## config.mk

```make
export PLATFORM = sky130hd
export DESIGN_NAME = fetch_stage
export DESIGN_NICKNAME = d
export VERILOG_FILES = /design/src/rtl/fetch_stage.sv
export SDC_FILE = /design/constraint.sdc
export NUM_CORES = 1
export LEC_CHECK = 0
export ABC_AREA = 1
export CAP_MARGIN = 20
export CORE_MARGIN = 2
export CORE_UTILIZATION = 35
export DETAILED_ROUTE_END_ITERATION = 6
export HOLD_SLACK_MARGIN = 0.15
export PLACE_DENSITY = 0.6
export SYNTH_ARGS = -nofsm -noshare
export SYNTH_HDL_FRONTEND = slang
export SYNTH_SLANG_ARGS = --single-unit
export TNS_END_PERCENT = 1
```

## constraint.sdc

```tcl
create_clock -name clk -period 2.2 [get_ports clk]
set_clock_uncertainty 0.05 [all_clocks]
set_input_delay 0.44 -clock clk [delete_from_list [all_inputs] [get_ports clk]]
set_output_delay 0.44 -clock clk [all_outputs]
set_load 0.01 [all_outputs]
```

## src/rtl/fetch_stage.sv

```systemverilog
// fetch_stage: RV32I instruction-fetch stage. Owns the PC, drives the
// word-aligned fetch address to a combinational instruction memory and
// captures the returned instruction into the IF/ID register for decode.
module fetch_stage #(
   parameter logic [31:0] RESET_PC  = 32'h0000_0000,
   parameter logic [31:0] NOP_INST  = 32'h0000_0013,
   parameter logic [31:0] HALT_INST = 32'h0010_0073
) (
   input  logic        clk,
   input  logic        rst_n,
   input  logic        stall_i,
   input  logic        flush_i,
   input  logic        redirect_i,
   input  logic [31:0] redirect_pc_i,
   output logic [31:0] imem_addr_o,
   input  logic [31:0] imem_inst_i,
   output logic [31:0] if_pc_o,
   output logic [31:0] if_pc4_o,
   output logic [31:0] if_inst_o,
   output logic        if_valid_o,
   output logic        halted_o,
   output logic        misalign_o
);

   typedef enum logic [1:0] {RUN, HALT, TRAP} state_t;

   state_t      state_q, state_d;
   logic [31:0] pc_q, pc_d;
   logic [31:0] ifpc_q, ifpc_d;
   logic [31:0] ifpc4_q, ifpc4_d;
   logic [31:0] ifinst_q, ifinst_d;
   logic        ifvalid_q, ifvalid_d;
   logic        halted_q, halted_d;
   logic        misalign_q, misalign_d;

   logic [31:0] pc_plus4;
   logic        tgt_aligned;

   assign pc_plus4    = pc_q + 32'd4;   // wraps modulo 2^32
   assign tgt_aligned = (redirect_pc_i[1:0] == 2'b00);

   // Next-state: redirect > flush > stall > normal; a bubble keeps pc/pc4 of IF/ID
   always_comb begin
      state_d    = state_q;
      pc_d       = pc_q;
      ifpc_d     = ifpc_q;
      ifpc4_d    = ifpc4_q;
      ifinst_d   = ifinst_q;
      ifvalid_d  = ifvalid_q;
      halted_d   = halted_q;
      misalign_d = misalign_q;
      case (state_q)
         RUN, HALT: begin
            if (redirect_i) begin
               ifinst_d  = NOP_INST;
               ifvalid_d = 1'b0;
               if (tgt_aligned) begin
                  pc_d     = redirect_pc_i;
                  halted_d = 1'b0;
                  state_d  = RUN;
               end else begin
                  misalign_d = 1'b1;
                  state_d    = TRAP;
               end
            end else if (flush_i) begin
               ifinst_d  = NOP_INST;
               ifvalid_d = 1'b0;
               if (!stall_i && state_q == RUN) pc_d = pc_plus4;
            end else if (stall_i) begin
               // hold everything
            end else if (state_q == RUN) begin
               ifpc_d    = pc_q;
               ifpc4_d   = pc_plus4;
               ifinst_d  = imem_inst_i;
               ifvalid_d = 1'b1;
               if (imem_inst_i == HALT_INST) begin
                  // EBREAK is delivered to decode; fetch parks on it
                  halted_d = 1'b1;
                  state_d  = HALT;
               end else begin
                  pc_d = pc_plus4;
               end
            end else begin
               // halted: drain IF/ID with bubbles
               ifinst_d  = NOP_INST;
               ifvalid_d = 1'b0;
            end
         end
         default: begin
            // TRAP: frozen until reset, IF/ID bubbled every edge
            ifinst_d  = NOP_INST;
            ifvalid_d = 1'b0;
         end
      endcase
   end

   // State and pipeline registers with synchronous active-low reset
   always_ff @(posedge clk) begin
      if (!rst_n) begin
         state_q    <= RUN;
         pc_q       <= RESET_PC;
         ifpc_q     <= 32'd0;
         ifpc4_q    <= 32'd0;
         ifinst_q   <= NOP_INST;
         ifvalid_q  <= 1'b0;
         halted_q   <= 1'b0;
         misalign_q <= 1'b0;
      end else begin
         state_q    <= state_d;
         pc_q       <= pc_d;
         ifpc_q     <= ifpc_d;
         ifpc4_q    <= ifpc4_d;
         ifinst_q   <= ifinst_d;
         ifvalid_q  <= ifvalid_d;
         halted_q   <= halted_d;
         misalign_q <= misalign_d;
      end
   end

   assign imem_addr_o = pc_q;
   assign if_pc_o     = ifpc_q;
   assign if_pc4_o    = ifpc4_q;
   assign if_inst_o   = ifinst_q;
   assign if_valid_o  = ifvalid_q;
   assign halted_o    = halted_q;
   assign misalign_o  = misalign_q;

endmodule

```

==> results.md <==
- Post-DR vias/cell: 4.671
- RSZ-0062 raised after global routing: no
- Crit path depth: 1
- Core box area: between 0.015 and 0.02 mm²
- Pleak: roughly 3.9 nW
- Worst-path clk slew: 60 ps
- Netlist cell types: 26
- Most frequent cells in the layout: nand2_1, clkdlybuf4s50_1, dfxtp_1, nor2_1, inv_1
- Cell area after layout: 0.009034 mm²
- Simple-gate portion of the synthesized area: 31.56%
- Clk_lat worst skew: 420 ps
- First-pass GRT wire length: 30160 µm
- Routed vias: roughly 6300
- Die Y: 136.3 µm
- Slew Viols, Final: 0
- Vias in the first global route: 5827
- Crit-path slowest cell: clkdlybuf4s50_1
- CTS tree: done
- CTS resizes: 0
- Hold Startpoint: rst_n
- Mapped Area: 0.006130 mm²
- Root Buffer: clkbuf_16
- Final Hold Vio Count: 0
- Maxcap violations: 0
- GR peak layer: met2
- Critical path arrival: 1460 ps
- Mapped Cells: 926
- Initial antenna violation count: 0
- Max Freq: a little over 0.5 GHz
- Sequential share of the synthesized area: between 40% and 50%
- CTS buffer count: 17
- M1 GR Usage: 27.91%
- Row cnt: 48
- DRT antenna net count: 0
- Most common cell after layout, fill and taps aside: nand2_1
- Synth warnings: 0
- CP max FO: 6
- Slew headroom: 68.36%
- Measured slew at the worst slew-check pin: around 470 ps
- Met2 Use GR: 32.69%
- VDD IR-drop max: 0.0005414 V
- Critical path origin: imem_addr_o[26]
- Worst Setup Start Kind: register
- Die Wd: 136.3 µm
- Compound-Gate Fraction of Synth Area: a little over an eighth
- Post-Layout Cell Count: ~1400
- RR Startpoint: imem_addr_o[2]
- Final Wtd Congestion: 0.8612
- Critical Path Sink Type: output port
- FF+latch count, synth: 131
- Inst Count DP: 1318
- DR iter-0 viols: 297
- DRT Wirelength: roughly 19000 µm
- CTS Hold Buffers Added: 0
- Max Root-Sink Buffers: 2
- DR DRC count: 0
- Hold path cells: 3
- XOR/XNOR share of the synthesized area: 2.000%
- IO Pins: 200
- DIE AREA: 0.01859 mm²
- Setup_tns: 0 ps
- Worst hold-check path type: input port to register
- Synth Area in Adders: 0.2041%
- Total iterations of the first detailed-routing run: 4
- H-tree depth: 4
- Grt total ovfl: 0
- Mux cell area share after synthesis: 0%
- Layout cells sized above 1: 6.311%
- Initial Util: a little over a third
- Post-Syn Area per Cell: 6.619 µm²
- Final net count: around 1200
- GR Util met3: 5.406%
- CP Data Required Time: around 1700 ps
- Main combinational cell family by area after synthesis: simple AND/OR/NAND/NOR gates
- Tmin final: roughly 1900 ps
- Endpoints failing setup: 0
- PortBufs: 199
- Cells on worst reg2reg path: 10
- Final Total Pwr: just under 7 mW
- CP Class: register to output port
- Pin count of the biggest net entering global routing: 61
- Slowest Stage Delay on Critical Path: a little under 600 ps
- Placed instance area: approximately 0.0084 mm²
- Area delta synth->final: 47.38%
- Antenna fix cells: 0
- Period Utilization, post-route: 88.53%
- Buf+Inv Stages, Crit Path: 1
- HPWL after detailed placement: between 10000 and 15000 µm
- CP delay by family, top: buffers and inverters
- Clock Sinks: approximately 130
- Power per cell area: 755.5 mW/mm²
- Routed WL per cell: 14.25 µm
- Worst path cell trace: clkdlybuf4s50_1
- Post CTS Setup Buffer Count: 0
- Syn Nets: 996
- Outcome: complete, no violations
- GRT Total Usage: 20.83%
[where the power goes]
group	internal (mW)	leakage (nW)	switching, mW
logic	0.512	2.55	0.554
clock network	2.04	0.317	1.09
registers	2.50	1.07	0.124
[routing by layer]
metal,vias up,wire (µm)
li1,3267,-
met1,2825,9019
met2,197,8516
met3,17,1431
met4,0,267
met5,-,0
[final timing paths]
path	to	slack (ps)
setup / recovery	imem_addr_o[26]	250
hold reg to reg	halted_o	400
hold / removal	imem_addr_o[0]	390
setup reg to reg	imem_addr_o[18]	330
[cells in the mapped netlist]
| master | n | area [µm²] |
|---|---|---|
| nand2_1 | 285 | 1070 |
| dfxtp_1 | 131 | 2623 |
| nor2_1 | 123 | 461.7 |
| inv_1 | 93 | 349.1 |
| a21oi_1 | 65 | 325.3 |
| o21ai_0 | 58 | 290.3 |
| nand3_1 | 51 | 255.2 |
| clkbuf_1 | 25 | 93.84 |
| buf_2 | 18 | 90.09 |
| o21bai_1 | 14 | 105.1 |
| xor2_1 | 14 | 122.6 |
| o211ai_1 | 11 | 82.58 |
| buf_1 | 5 | 18.77 |
| buf_4 | 5 | 37.54 |
| inv_2 | 5 | 18.77 |
| nor2_4 | 5 | 56.30 |
| nor2_2 | 3 | 18.77 |
| o22ai_1 | 3 | 18.77 |
| and2_1 | 2 | 12.51 |
| nand2_2 | 2 | 12.51 |
| nand3_2 | 2 | 20.02 |
| nand4_1 | 2 | 12.51 |
| a211oi_1 | 1 | 7.510 |
| ha_1 | 1 | 12.51 |
| nor3_1 | 1 | 5.000 |
| nor3_2 | 1 | 10.01 |
[state kept, by name (all words and copies together) (netlist names)]
signal and flops:
if_inst_o 32, if_pc_o 32, imem_addr_o 32, if_pc4_o 30, state_q 2, halted_o 1, if_valid_o 1, misalign_o 1
[area by class of cell]
class | instances | area [µm²]
fillers | 1698 | 8203
multi-input cells | 644 | 2904
flip-flops and latches | 131 | 2623
repair buffers | 220 | 2207
clock buffers | 19 | 442.9
inverters | 98 | 367.9
well taps | 225 | 281.5
clock inverters | 13 | 207.7
[cell families (layout without fill, tap and decap cells)]
family | count (synthesis) | after routing
buffers and inverters | 151 | 350
and+or+nand+nor | 477 | 477
AOI/OAI and AO/OA | 152 | 152
DFF | 131 | 131
xor gates and xnor gates | 14 | 14
adders and majority gates | 1 | 1
[metrics by stage]
stage / hold WS [ps] / setup slack (ps) / util, %
final: 389.1 / 252.4 / 52.41
after global placement: 387.3 / -4.066 / 48.64
after detailed placement: 390.7 / -18.32 / 48.64
after CTS: 388.2 / 227.6 / 52.41
after floorplan: 381.5 / 568.2 / -
after global routing: 424.0 / 97.57 / 52.41
Note: power is estimated with default switching activity, not from simulation.
